<file path="src/rtl/hpet_pkg.sv">
// Shared definitions for the multi-channel HPET: register offsets, channel
// stride, control/status bit positions, compare reset value and decode helpers.
package hpet_pkg;

  localparam logic [7:0] ADDR_GCFG = 8'h00;
  localparam logic [7:0] ADDR_CNT  = 8'h04;
  localparam logic [7:0] ADDR_STS  = 8'h08;
  localparam logic [7:0] ADDR_PSC  = 8'h0C;

  // Channel i occupies CH_STRIDE*(i+1) .. +0xF
  localparam logic [7:0] CH_STRIDE   = 8'h10;
  localparam logic [3:0] CH_OFF_CCFG = 4'h0;
  localparam logic [3:0] CH_OFF_CMP  = 4'h4;
  localparam logic [3:0] CH_OFF_STP  = 4'h8;

  localparam int unsigned GCFG_START_BIT    = 0;
  localparam int unsigned GCFG_OVF_IE_BIT   = 1;
  localparam int unsigned CCFG_INT_EN_BIT   = 0;
  localparam int unsigned CCFG_PERIODIC_BIT = 1;

  localparam logic [31:0] CMP_RST = 32'hFFFF_FFFF;

  typedef enum logic [1:0] {
    CH_REG_CCFG,
    CH_REG_CMP,
    CH_REG_STP,
    CH_REG_NONE
  } ch_reg_e;

  // Register within a channel window
  function automatic ch_reg_e ch_reg_decode(input logic [3:0] off);
    case (off)
      CH_OFF_CCFG: return CH_REG_CCFG;
      CH_OFF_CMP:  return CH_REG_CMP;
      CH_OFF_STP:  return CH_REG_STP;
      default:     return CH_REG_NONE;
    endcase
  endfunction

  // True when a word address falls inside channel idx's window
  function automatic logic ch_sel(input logic [7:0] addr, input int unsigned idx);
    return (32'(addr) / 32'(CH_STRIDE)) == (idx + 32'd1);
  endfunction

endpackage

</file>
<file path="src/rtl/hpet_channel.sv">
// One HPET comparator channel: CCFG, compare, step, match detect, periodic
// reload and sticky W1C status bit.
// Ports: clk/rst_n; tick and count from the shared counter; *_we write strobes
// (already gated by the top); sts_clr W1C clear; wdata write payload;
// periodic/int_en/cmp/step/sts register state for readback and interrupts.
module hpet_channel
  import hpet_pkg::*;
#(
  parameter int unsigned CNT_W = 32
) (
  input  logic             clk,
  input  logic             rst_n,
  input  logic             tick,
  input  logic [CNT_W-1:0] count,
  input  logic             ccfg_we,
  input  logic             cmp_we,
  input  logic             stp_we,
  input  logic             sts_clr,
  input  logic [CNT_W-1:0] wdata,
  output logic             periodic,
  output logic             int_en,
  output logic [CNT_W-1:0] cmp,
  output logic [CNT_W-1:0] step,
  output logic             sts
);

  logic match_c;

  // Compared against the pre-increment count of this tick
  assign match_c = tick && (count == cmp);

  always_ff @(posedge clk or negedge rst_n) begin
    if (!rst_n) begin
      periodic <= 1'b0;
      int_en   <= 1'b0;
      cmp      <= CNT_W'(CMP_RST);
      step     <= '0;
      sts      <= 1'b0;
    end else begin
      if (ccfg_we) begin
        periodic <= wdata[CCFG_PERIODIC_BIT];
        int_en   <= wdata[CCFG_INT_EN_BIT];
      end
      // cmp_we only arrives while stopped, so it never collides with a reload
      if (cmp_we) begin
        cmp <= wdata;
      end else if (match_c && periodic) begin
        cmp <= cmp + step;
      end
      if (stp_we) begin
        step <= wdata;
      end
      // A match in the same cycle as a clear keeps the bit set
      if (match_c) begin
        sts <= 1'b1;
      end else if (sts_clr) begin
        sts <= 1'b0;
      end
    end
  end

endmodule

</file>
<file path="src/rtl/hpet_multi.sv">
// Multi-channel APB high-precision event timer. One free-running counter feeds
// NCH comparator channels (one-shot or periodic), with W1C status, counter
// overflow flag, per-channel interrupts and a combined interrupt.
// Optional feature: define HPET_PRESCALER_EN to add the PSC tick prescaler.
// Ports: apb_pclk/apb_prstn clock and async active-low reset; apb_psel,
// apb_paddr, apb_pwrite, apb_penable, apb_pwdata APB request; apb_prdata
// combinational read data; int_vec per-channel interrupts; int_o combined.
module hpet_multi
  import hpet_pkg::*;
#(
  parameter int unsigned NCH   = 3,
  parameter int unsigned CNT_W = 32,
  parameter int unsigned PSC_W = 8
) (
  input  logic           apb_pclk,
  input  logic           apb_prstn,
  input  logic           apb_psel,
  input  logic [7:0]     apb_paddr,
  input  logic           apb_pwrite,
  input  logic           apb_penable,
  input  logic [31:0]    apb_pwdata,
  output logic [31:0]    apb_prdata,
  output logic [NCH-1:0] int_vec,
  output logic           int_o
);

  if (NCH < 1 || NCH > 8 || CNT_W < 8 || CNT_W > 32 || PSC_W < 1 || PSC_W > 32) begin : g_param_check
    $error("hpet_multi: parameter out of range");
  end

  logic [7:0]       addr_w;
  logic             wr, rd;
  logic             wr_gcfg, wr_cnt, wr_sts, wr_psc;
  logic             start, ovf_int_en, sts_ovf;
  logic [CNT_W-1:0] count;
  logic             tick;

  logic [NCH-1:0]   ch_sts, ch_int_en, ch_periodic;
  logic [CNT_W-1:0] ch_cmp [NCH];
  logic [CNT_W-1:0] ch_stp [NCH];

  assign addr_w  = {apb_paddr[7:2], 2'b00};
  assign wr      = apb_psel && apb_penable && apb_pwrite;
  assign rd      = apb_psel && !apb_pwrite;
  assign wr_gcfg = wr && (addr_w == ADDR_GCFG);
  assign wr_cnt  = wr && (addr_w == ADDR_CNT);
  assign wr_sts  = wr && (addr_w == ADDR_STS);
  assign wr_psc  = wr && (addr_w == ADDR_PSC);

`ifdef HPET_PRESCALER_EN
  logic [PSC_W-1:0] psc, div;

  // div runs 0..psc and restarts from 0 whenever the timer is stopped
  assign tick = start && (div == psc);

  always_ff @(posedge apb_pclk or negedge apb_prstn) begin
    if (!apb_prstn) begin
      psc <= '0;
      div <= '0;
    end else begin
      if (wr_psc) begin
        psc <= apb_pwdata[PSC_W-1:0];
      end
      // >= also recovers if PSC is lowered below the running div value
      if (!start || (div >= psc)) begin
        div <= '0;
      end else begin
        div <= div + PSC_W'(1);
      end
    end
  end
`else
  logic unused_psc;
  assign unused_psc = wr_psc;
  assign tick       = start;
`endif

  // Global control, shared counter and overflow status
  always_ff @(posedge apb_pclk or negedge apb_prstn) begin
    if (!apb_prstn) begin
      start      <= 1'b0;
      ovf_int_en <= 1'b0;
      count      <= '0;
      sts_ovf    <= 1'b0;
    end else begin
      if (wr_gcfg) begin
        start      <= apb_pwdata[GCFG_START_BIT];
        ovf_int_en <= apb_pwdata[GCFG_OVF_IE_BIT];
      end
      // CNT writes while running are dropped; no tick can occur while stopped
      if (wr_cnt && !start) begin
        count <= apb_pwdata[CNT_W-1:0];
      end else if (tick) begin
        count <= count + CNT_W'(1);
      end
      if (tick && (count == {CNT_W{1'b1}})) begin
        sts_ovf <= 1'b1;
      end else if (wr_sts && apb_pwdata[NCH]) begin
        sts_ovf <= 1'b0;
      end
    end
  end

  // Comparator channels
  for (genvar i = 0; i < NCH; i++) begin : g_ch
    logic    hit;
    ch_reg_e reg_sel;

    assign hit     = wr && ch_sel(addr_w, i);
    assign reg_sel = ch_reg_decode(addr_w[3:0]);

    hpet_channel #(
      .CNT_W (CNT_W)
    ) u_ch (
      .clk      (apb_pclk),
      .rst_n    (apb_prstn),
      .tick     (tick),
      .count    (count),
      .ccfg_we  (hit && (reg_sel == CH_REG_CCFG)),
      .cmp_we   (hit && (reg_sel == CH_REG_CMP) && !start),
      .stp_we   (hit && (reg_sel == CH_REG_STP) && !start),
      .sts_clr  (wr_sts && apb_pwdata[i]),
      .wdata    (apb_pwdata[CNT_W-1:0]),
      .periodic (ch_periodic[i]),
      .int_en   (ch_int_en[i]),
      .cmp      (ch_cmp[i]),
      .step     (ch_stp[i]),
      .sts      (ch_sts[i])
    );
  end

  // Read mux, zero-extended to 32 bits
  always_comb begin
    apb_prdata = '0;
    if (rd) begin
      case (addr_w)
        ADDR_GCFG: apb_prdata = 32'({ovf_int_en, start});
        ADDR_CNT:  apb_prdata = 32'(count);
        ADDR_STS:  apb_prdata = 32'({sts_ovf, ch_sts});
`ifdef HPET_PRESCALER_EN
        ADDR_PSC:  apb_prdata = 32'(psc);
`endif
        default: begin
          for (int unsigned i = 0; i < NCH; i++) begin
            if (ch_sel(addr_w, i)) begin
              case (ch_reg_decode(addr_w[3:0]))
                CH_REG_CCFG: apb_prdata = 32'({ch_periodic[i], ch_int_en[i]});
                CH_REG_CMP:  apb_prdata = 32'(ch_cmp[i]);
                CH_REG_STP:  apb_prdata = 32'(ch_stp[i]);
                default:     apb_prdata = '0;
              endcase
            end
          end
        end
      endcase
    end
  end

  // Registered status gated by the enables
  assign int_vec = ch_sts & ch_int_en;
  assign int_o   = (|int_vec) || (sts_ovf && ovf_int_en);

  logic unused_bits;
  assign unused_bits = ^{apb_paddr[1:0], apb_pwdata};

endmodule

</file>
<file path="config.mk">
export PLATFORM = sky130hd
export DESIGN_NAME = hpet_multi
export DESIGN_NICKNAME = d
export VERILOG_FILES = /design/src/rtl/hpet_pkg.sv /design/src/rtl/hpet_channel.sv /design/src/rtl/hpet_multi.sv
export SDC_FILE = /design/constraint.sdc
export NUM_CORES = 1
export LEC_CHECK = 0
export BUFFER_PORTS_ARGS = -buffer_cell sky130_fd_sc_hd__clkbuf_2
export CORE_MARGIN = 4
export CORE_UTILIZATION = 66
export CTS_CLUSTER_SIZE = 16
export DETAILED_ROUTE_END_ITERATION = 7
export HOLD_SLACK_MARGIN = 0.02
export PLACE_DENSITY = 0.85
export SETUP_SLACK_MARGIN = 0.3
export SLEW_MARGIN = 20
export SYNTH_ARGS = -nofsm -noshare
export SYNTH_HDL_FRONTEND = slang
export SYNTH_SLANG_ARGS = --single-unit
</file>
<file path="constraint.sdc">
create_clock -name apb_pclk -period 4.3 [get_ports apb_pclk]
set_input_delay 0.215 -clock apb_pclk [delete_from_list [all_inputs] [get_ports apb_pclk]]
set_output_delay 0.215 -clock apb_pclk [all_outputs]
set_load 0.01 [all_outputs]
</file>
==> run summary, run 1 <==
Post-synthesis xor/xnor area fraction: 0.0940
Sequence of cells on the critical path: ha_1, fa_1, a211oi_1, o21ai_1, a311o_1, nand4_1, a21oi_1, o31ai_1, o211ai_1, xnor2_1, o21ai_0
Die width: 173 um
Hold Vio Cnt, Final: 0
H-tree levels: 1
Commonest non-fill, non-tap cell in the layout: nand2_1
Max clock buf depth: 3
Clk_skew: 0.0158 ns
Setup TNS: 0 ns
Post-synthesis mux area share: 0.0844
Initial antenna violation count: 2
HPWL after DPL: 46.7 mm
Place WS: 0.825 ns
Largest family of logic cells by synthesized area: compound AO/OA/AOI/OAI gates
Worst Tran Pin Value: 1.10 ns
First-pass GRT wire length: 99.8 mm
Clock transition at the registers of the reported paths: 0.06 ns
Total Wirelength: 65.2 mm
Crit path max-delay family: compound AO/OA/AOI/OAI gates
Worst setup margin: 0.679 ns
Slowest cell on crit path: o31ai_1
Unrepaired setup endpoints after global routing: no
RD Place Congestion: 0.987
Pins Over Slew Limit: 0
Distinct cells, synth: 71
F_max: 276 MHz
Syn Nets: 2,175
Initial DRC Count: 2,242
Clk_lat worst skew: 0.56 ns
Share of layout cells above drive strength 1: 0.191
Drt drc: 0
Vias in the first global route: 16,900
Most frequent cells in the layout: 181 x nand2_1, 148 x o21ai_0, 139 x a21oi_1, 139 x dfrtp_1, 128 x a22oi_1
Clock root cell: clkbuf_16
Slowest stage delay, CP: 0.63 ns
Hold Slack: 0.0645 ns
Cell area power density: 442 nW/um2
Num ports: 81
Total GRT Usage: 0.421
Max rail drop VDD: 345 uV
Die Footprint: 30,100 um2
Post-synthesis sequential area ratio: 0.333
Period utilization: 0.842
Final count of negative-setup-slack endpoints: 0
Worst setup SP type: flop
Post-layout nets: 2,189
Post-DP Area: 18,700 um2
Rel. slew slack: 0.266
Synth Area in Simple Gates: 0.132
Final Total Pwr: 8.74 mW
Final core area utilization: 0.734
PortBufs: 78
Wire length per cell: 27.1 um
Tmin final: 3.62 ns
Most used DFF post-synth: dfrtp_1
Total core area: 27,000 um2
Seq cells post-synth: 236
CP Class: reg -> reg
Largest net degree at the start of global routing: 112
CTS tree: done
Synth warn: 0
Number of vias per cell: 7.22
Worst Setup End Kind: flop
CP Data Arrival Time: 4.11 ns
Leak pwr: 8.97 nW
Placed cells: 2,352
Die Ht: 173 um
GRT overflow: 0
Min-Delay Path Class: in -> reg
First-pass DRT Iterations: 6
Fillers: 2,036
Via Count: 17,400
Synthesized netlist cell count: 2,033
CTS Buf Count: 29
Buf/Inv on CP: 0
Status: finished clean
Synth Cell Area: 18,100 um2
Async S/R FF share, synth: 1.00
Clk sinks: 236
Adder and majority cell fraction of the synthesized area: 0.0684
Row count: 60
Area grow syn2layout: 9.38%
Routed Antenna Nets: 0
EDFF count, synth: 0
Finished Layout Cells: 2,410
Syn avg cell area: 8.89 um2
Crit Path Max Fanout: 5
Design area: 19,800 um2
Post-cts resize count: 0
Maxcap violations: 0
Synth Area in Compound Gates: 0.249
WP data required: 4.78 ns
Initial Util: 0.671
==> routing by layer <==
layer | global-route usage | up-vias | part of all wire
li1 | - | 7586 | -
met1 | 0.570 | 8372 | 0.38
met2 | 0.636 | 1171 | 0.43
met3 | 0.117 | 256 | 0.13
met4 | 0.182 | 4 | 0.054
met5 | 0 | - | 0.0010
==> worst paths after layout <==
path                                      start                   end  slack [ns]  cells past startpoint
min reg2reg                 g_ch[2].u_ch.cmp[0]   g_ch[2].u_ch.cmp[0]        0.49                      2
max in group asynchronous             apb_prstn   g_ch[1].u_ch.int_en        2.75                      3
min                              apb_pwdata[16]  g_ch[2].u_ch.cmp[16]        0.06                      3
min in group asynchronous             apb_prstn  g_ch[2].u_ch.step[9]        0.26                      2
max                        g_ch[2].u_ch.step[0]  g_ch[2].u_ch.cmp[30]        0.68                     11
max reg2reg                g_ch[2].u_ch.step[0]  g_ch[2].u_ch.cmp[30]        0.68                     11
==> cell families after synthesis <==
group,after synthesis
buffers and inverters,181
AOI/OAI and AO/OA,693
muxes,139
DFF,236
and+or+nand+nor,493
xor gates and xnor gates,194
adders and majority gates,97
==> area by class of cell <==
type                    count  area (um2)  share of cell area
diodes                      1        2.50            0.000127
clock buffers              40         827              0.0418
clock inverters            12         169             0.00854
inverters                  40         150             0.00759
multi-input cells        1616       11400               0.577
flip-flops and latches    236        6030               0.305
well taps                 341         427              0.0216
repair buffers            124         771              0.0390
==> timing repair <==
| item | in CTS | in global routing |
|---|---|---|
| buffers inserted | 0 | 0 |
| hold endpoints to repair | 60 | 0 |
| hold buffers | 5 | 0 |
==> Yosys cell counts, types with 5 or more instances <==
cell type  number  area share
a211oi_1       32       0.013
a21o_1         40       0.017
a21oi_1       140       0.039
a221o_1        34       0.019
a221oi_1        5      0.0024
a22oi_1       128       0.053
a31oi_1         9      0.0031
and2_0          6      0.0021
and2_1         12      0.0042
and3_1         12      0.0042
buf_1          11      0.0023
clkbuf_1      123       0.026
dfrtp_1       140        0.19
dfstp_2        96        0.14
ha_1           94       0.065
inv_1          39      0.0081
mux2_2        107       0.067
mux2i_1        32       0.018
nand2_1       181       0.038
nand2b_1       13      0.0045
nand3_1        44       0.012
nand4_1        25      0.0087
nor2_1         93       0.019
nor2b_1        16      0.0055
nor3_1         33      0.0091
nor4_1         28      0.0097
o211ai_1       26       0.011
o21a_1         13      0.0054
o21ai_0       148       0.041
o21ai_1        24      0.0066
o21bai_1       18      0.0075
o22ai_1        36       0.012
o31ai_1        10      0.0042
or3_1           7      0.0024
xnor2_1        86       0.042
xor2_1        108       0.052
==> sequential cells by signal, summed over array words and instances (netlist names) <==
register	flops
sts_ovf	1
g_ch.u_ch.cmp	96
g_ch.u_ch.periodic	3
g_ch.u_ch.sts	3
g_ch.u_ch.int_en	3
g_ch.u_ch.step	96
ovf_int_en	1
count	32
start	1
==> tightest hold or removal path, stage by stage <==
cell and delay (ns):
clkbuf_2 0.20, nand2_1 0.10, o211ai_1 0.08
==> power breakdown <==
group          internal (mW)  leakage [nW]  switching [mW]
clock network           1.57         0.487            1.02
logic                   1.18          5.62            1.82
registers               2.53          2.86           0.609
No activity file was read; power rests on OpenSTA's default activity.
==> run 2, diff against run 1 <==
Settings changed: CORE_UTILIZATION 66 to 63, PLACE_DENSITY 0.85 to 0.81.
Clock period 4.3 ns to 3.5 ns, I/O delays scaled along.
==> run 2 against run 1 <==
  * Wire length fell by 2.6%
  * Count of clock-buffer cells in the layout rose by 1
  * Critical path depth did not move
  * Via count fell by 0.20%
  * Register-to-register slack got worse by 0.28 ns
  * Sequential power rose by 24%
  * Combinational power rose by 24%
  * Non-clock buffer count rose by 15
  * Largest cell class unchanged
  * Clock power rose by 27%
  * Die area rose by 4.5%
  * Global-route usage fell by 2.4 points
  * Total power rose by 25%
==> run summary, run 2 (synthesized netlist as in run 1, its figures left out) <==
Status: finished clean (unchanged)
Tmin final: 3.10 ns (was 3.62 ns)
CP Data Arrival Time: 3.60 ns (was 4.11 ns)
RD Place Congestion: 1.03 (was 0.987)
Placed cells: 2,396 (was 2,352)
Pins Over Slew Limit: 0 (unchanged)
GRT overflow: 0 (unchanged)
Share of layout cells above drive strength 1: 0.204 (was 0.191)
Total GRT Usage: 0.397 (was 0.421)
CTS tree: done (unchanged)
PortBufs: 78 (unchanged)
Cell area power density: 543 nW/um2 (was 442 nW/um2)
Worst Setup End Kind: flop (unchanged)
Routed Antenna Nets: 0 (unchanged)
Die Footprint: 31,500 um2 (was 30,100 um2)
Die Ht: 177 um (was 173 um)
First-pass DRT Iterations: 6 (unchanged)
WP data required: 4.01 ns (was 4.78 ns)
Total core area: 28,000 um2 (was 27,000 um2)
Wire length per cell: 25.8 um (was 27.1 um)
Post-layout nets: 2,204 (was 2,189)
R2R cell count: 11 (unchanged)
Leak pwr: 9.09 nW (was 8.97 nW)
Number of vias per cell: 7.04 (was 7.22)
Final core area utilization: 0.718 (was 0.734)
Slowest stage delay, CP: 0.56 ns (was 0.63 ns)
Period utilization: 0.885 (was 0.842)
First-pass GRT wire length: 97.0 mm (was 99.8 mm)
Max clock buf depth: 3 (unchanged)
Worst Setup EP: g_ch[0].u_ch.cmp[31] (was g_ch[2].u_ch.cmp[30])
Worst setup SP type: flop (unchanged)
Via Count: 17,400 (about the same)
R2r startpoint: g_ch[0].u_ch.cmp[12] (was g_ch[2].u_ch.step[0])
Vias in the first global route: 16,500 (was 16,900)
R2r endpoint: g_ch[0].u_ch.cmp[31] (was g_ch[2].u_ch.cmp[30])
Hold Vio Cnt, Final: 0 (unchanged)
Sequence of cells on the critical path: ha_1, a211oi_1, o2111ai_1, a311oi_2, buf_4, o31ai_2, o211ai_1, a21oi_1, o21a_1, o41a_1, nand2_1 (was ha_1, fa_1, a211oi_1, o21ai_1, a311o_1, nand4_1, a21oi_1, o31ai_1, o211ai_1, xnor2_1, o21ai_0)
Slowest cell on crit path: dfstp_2 (was o31ai_1)
Num ports: 81 (unchanged)
Clock transition at the registers of the reported paths: 0.06 ns (about the same)
Row count: 61 (was 60)
Crit Path Max Fanout: 4 (was 5)
Clk_lat worst skew: 0.56 ns (about the same)
CP Class: reg -> reg (unchanged)
Maxcap violations: 0 (unchanged)
Clk_skew: 0.0100 ns (was 0.0158 ns)
Total Wirelength: 63.5 mm (was 65.2 mm)
HPWL after DPL: 45.5 mm (was 46.7 mm)
Largest regs: g_ch.u_ch.cmp (96), g_ch.u_ch.step (96), count (32) (unchanged)
Min-Delay Path Class: in -> reg (unchanged)
Setup TNS: 0 ns (unchanged)
Clk sinks: 236 (unchanged)
CTS Buf Count: 29 (unchanged)
Finished Layout Cells: 2,464 (was 2,410)
Area grow syn2layout: 11.2% (was 9.38%)
Unrepaired setup endpoints after global routing: yes (was no)
Worst Tran Pin Value: 1.13 ns (was 1.10 ns)
Final Total Pwr: 10.9 mW (was 8.74 mW)
Initial Util: 0.645 (was 0.671)
F_max: 323 MHz (was 276 MHz)
Reg2Reg Setup Slack: 0.40 ns (was 0.68 ns)
H-tree levels: 1 (unchanged)
Clock root cell: clkbuf_16 (unchanged)
Drt drc: 0 (unchanged)
Rel. slew slack: 0.249 (was 0.266)
Most frequent cells in the layout: 181 x nand2_1, 146 x o21ai_0, 139 x a21oi_1, 139 x dfrtp_1, 128 x a22oi_1 (was 181 x nand2_1, 148 x o21ai_0, 139 x a21oi_1, 139 x dfrtp_1, 128 x a22oi_1)
Initial antenna violation count: 2 (unchanged)
Commonest non-fill, non-tap cell in the layout: nand2_1 (unchanged)
CP startpoint: g_ch[0].u_ch.cmp[12] (was g_ch[2].u_ch.step[0])
Initial DRC Count: 2,307 (was 2,242)
Final count of negative-setup-slack endpoints: 0 (unchanged)
Largest net degree at the start of global routing: 92 (was 112)
Max rail drop VDD: 338 uV (was 345 uV)
Die width: 177 um (was 173 um)
run 2: cell count changes in the layout (fill, tap and decap cells not counted), sizes merged:
cell	previous run	this run
clkinvlp	2	1
clkbuf	117	118
diode	1	2
bufinv	4	5
buf	42	54
dlygate4sd3	5	8
run 2: through the flow:
stage | instance area [um2] | setup WS [ns] | hold WS, ns
after floorplan | 18100 | 0.653 | -0.121
after global placement | 18800 | 0.286 | 0.245
after detailed placement | 18800 | 0.196 | 0.250
after CTS | 20000 | 0.267 | 0.0247
after global routing | 20100 | 0.270 | 0.0416
final | 20100 | 0.402 | 0.0394
run 2: per-layer routing:
layer	track usage	wire [um]	share of wire
met1	0.553	25100	0.40
met2	0.594	27400	0.43
met3	0.0982	7670	0.12
met4	0.166	3320	0.052
met5	0	0	0
run 2: worst min-delay path by stage:
stage                   startpoint              endpoint  cells after the start
finish               apb_pwdata[7]  g_ch[0].u_ch.step[7]                      2
global route        apb_pwdata[16]  g_ch[2].u_ch.cmp[16]                      3
CTS                 apb_pwdata[16]  g_ch[2].u_ch.cmp[16]                      3
detailed placement       apb_prstn  g_ch[1].u_ch.step[7]                      1
global placement         apb_prstn  g_ch[1].u_ch.step[7]                      1
floorplan                apb_prstn              count[0]                      0
run 2: layout make-up:
| class | instances | area (um2) |
|---|---|---|
| Timing Repair Buffer | 139 | 916 |
| Multi-Input combinational cell | 1616 | 11500 |
| Clock buffer | 41 | 851 |
| Inverter | 40 | 150 |
| Fill cell | 2142 | 7900 |
| Clock inverter | 12 | 188 |
| Sequential cell | 236 | 6030 |
| Antenna cell | 2 | 5.00 |
| Tap cell | 378 | 473 |
run 2: critical path: cells and delay by family, from the launching register on:
kind | cells | cell delay [ns]
compound gates | 8 | 1.98
flops | 1 | 0.56
fa+ha+maj | 1 | 0.27
buf+inv | 1 | 0.17
simple gates | 1 | 0.07
run 2: where the power goes:
part,internal [mW],leakage (nW),total (mW),switching [mW]
clock,2.05,0.514,3.31,1.27
combinational,1.50,5.71,3.71,2.21
sequential,3.11,2.86,3.90,0.785
total,6.66,9.09,10.9,4.26
run 2: repair_timing:
| item | 4_1_cts | 5_1_grt |
|---|---|---|
| gates resized for setup | 3 | 17 |
| setup endpoints to repair | 6 | 19 |
| setup buffers | 1 | 4 |
| pin swaps | 1 | 8 |
| hold endpoints to repair | 62 | 0 |
| hold buffers | 8 | 0 |
| gates cloned | 0 | 0 |
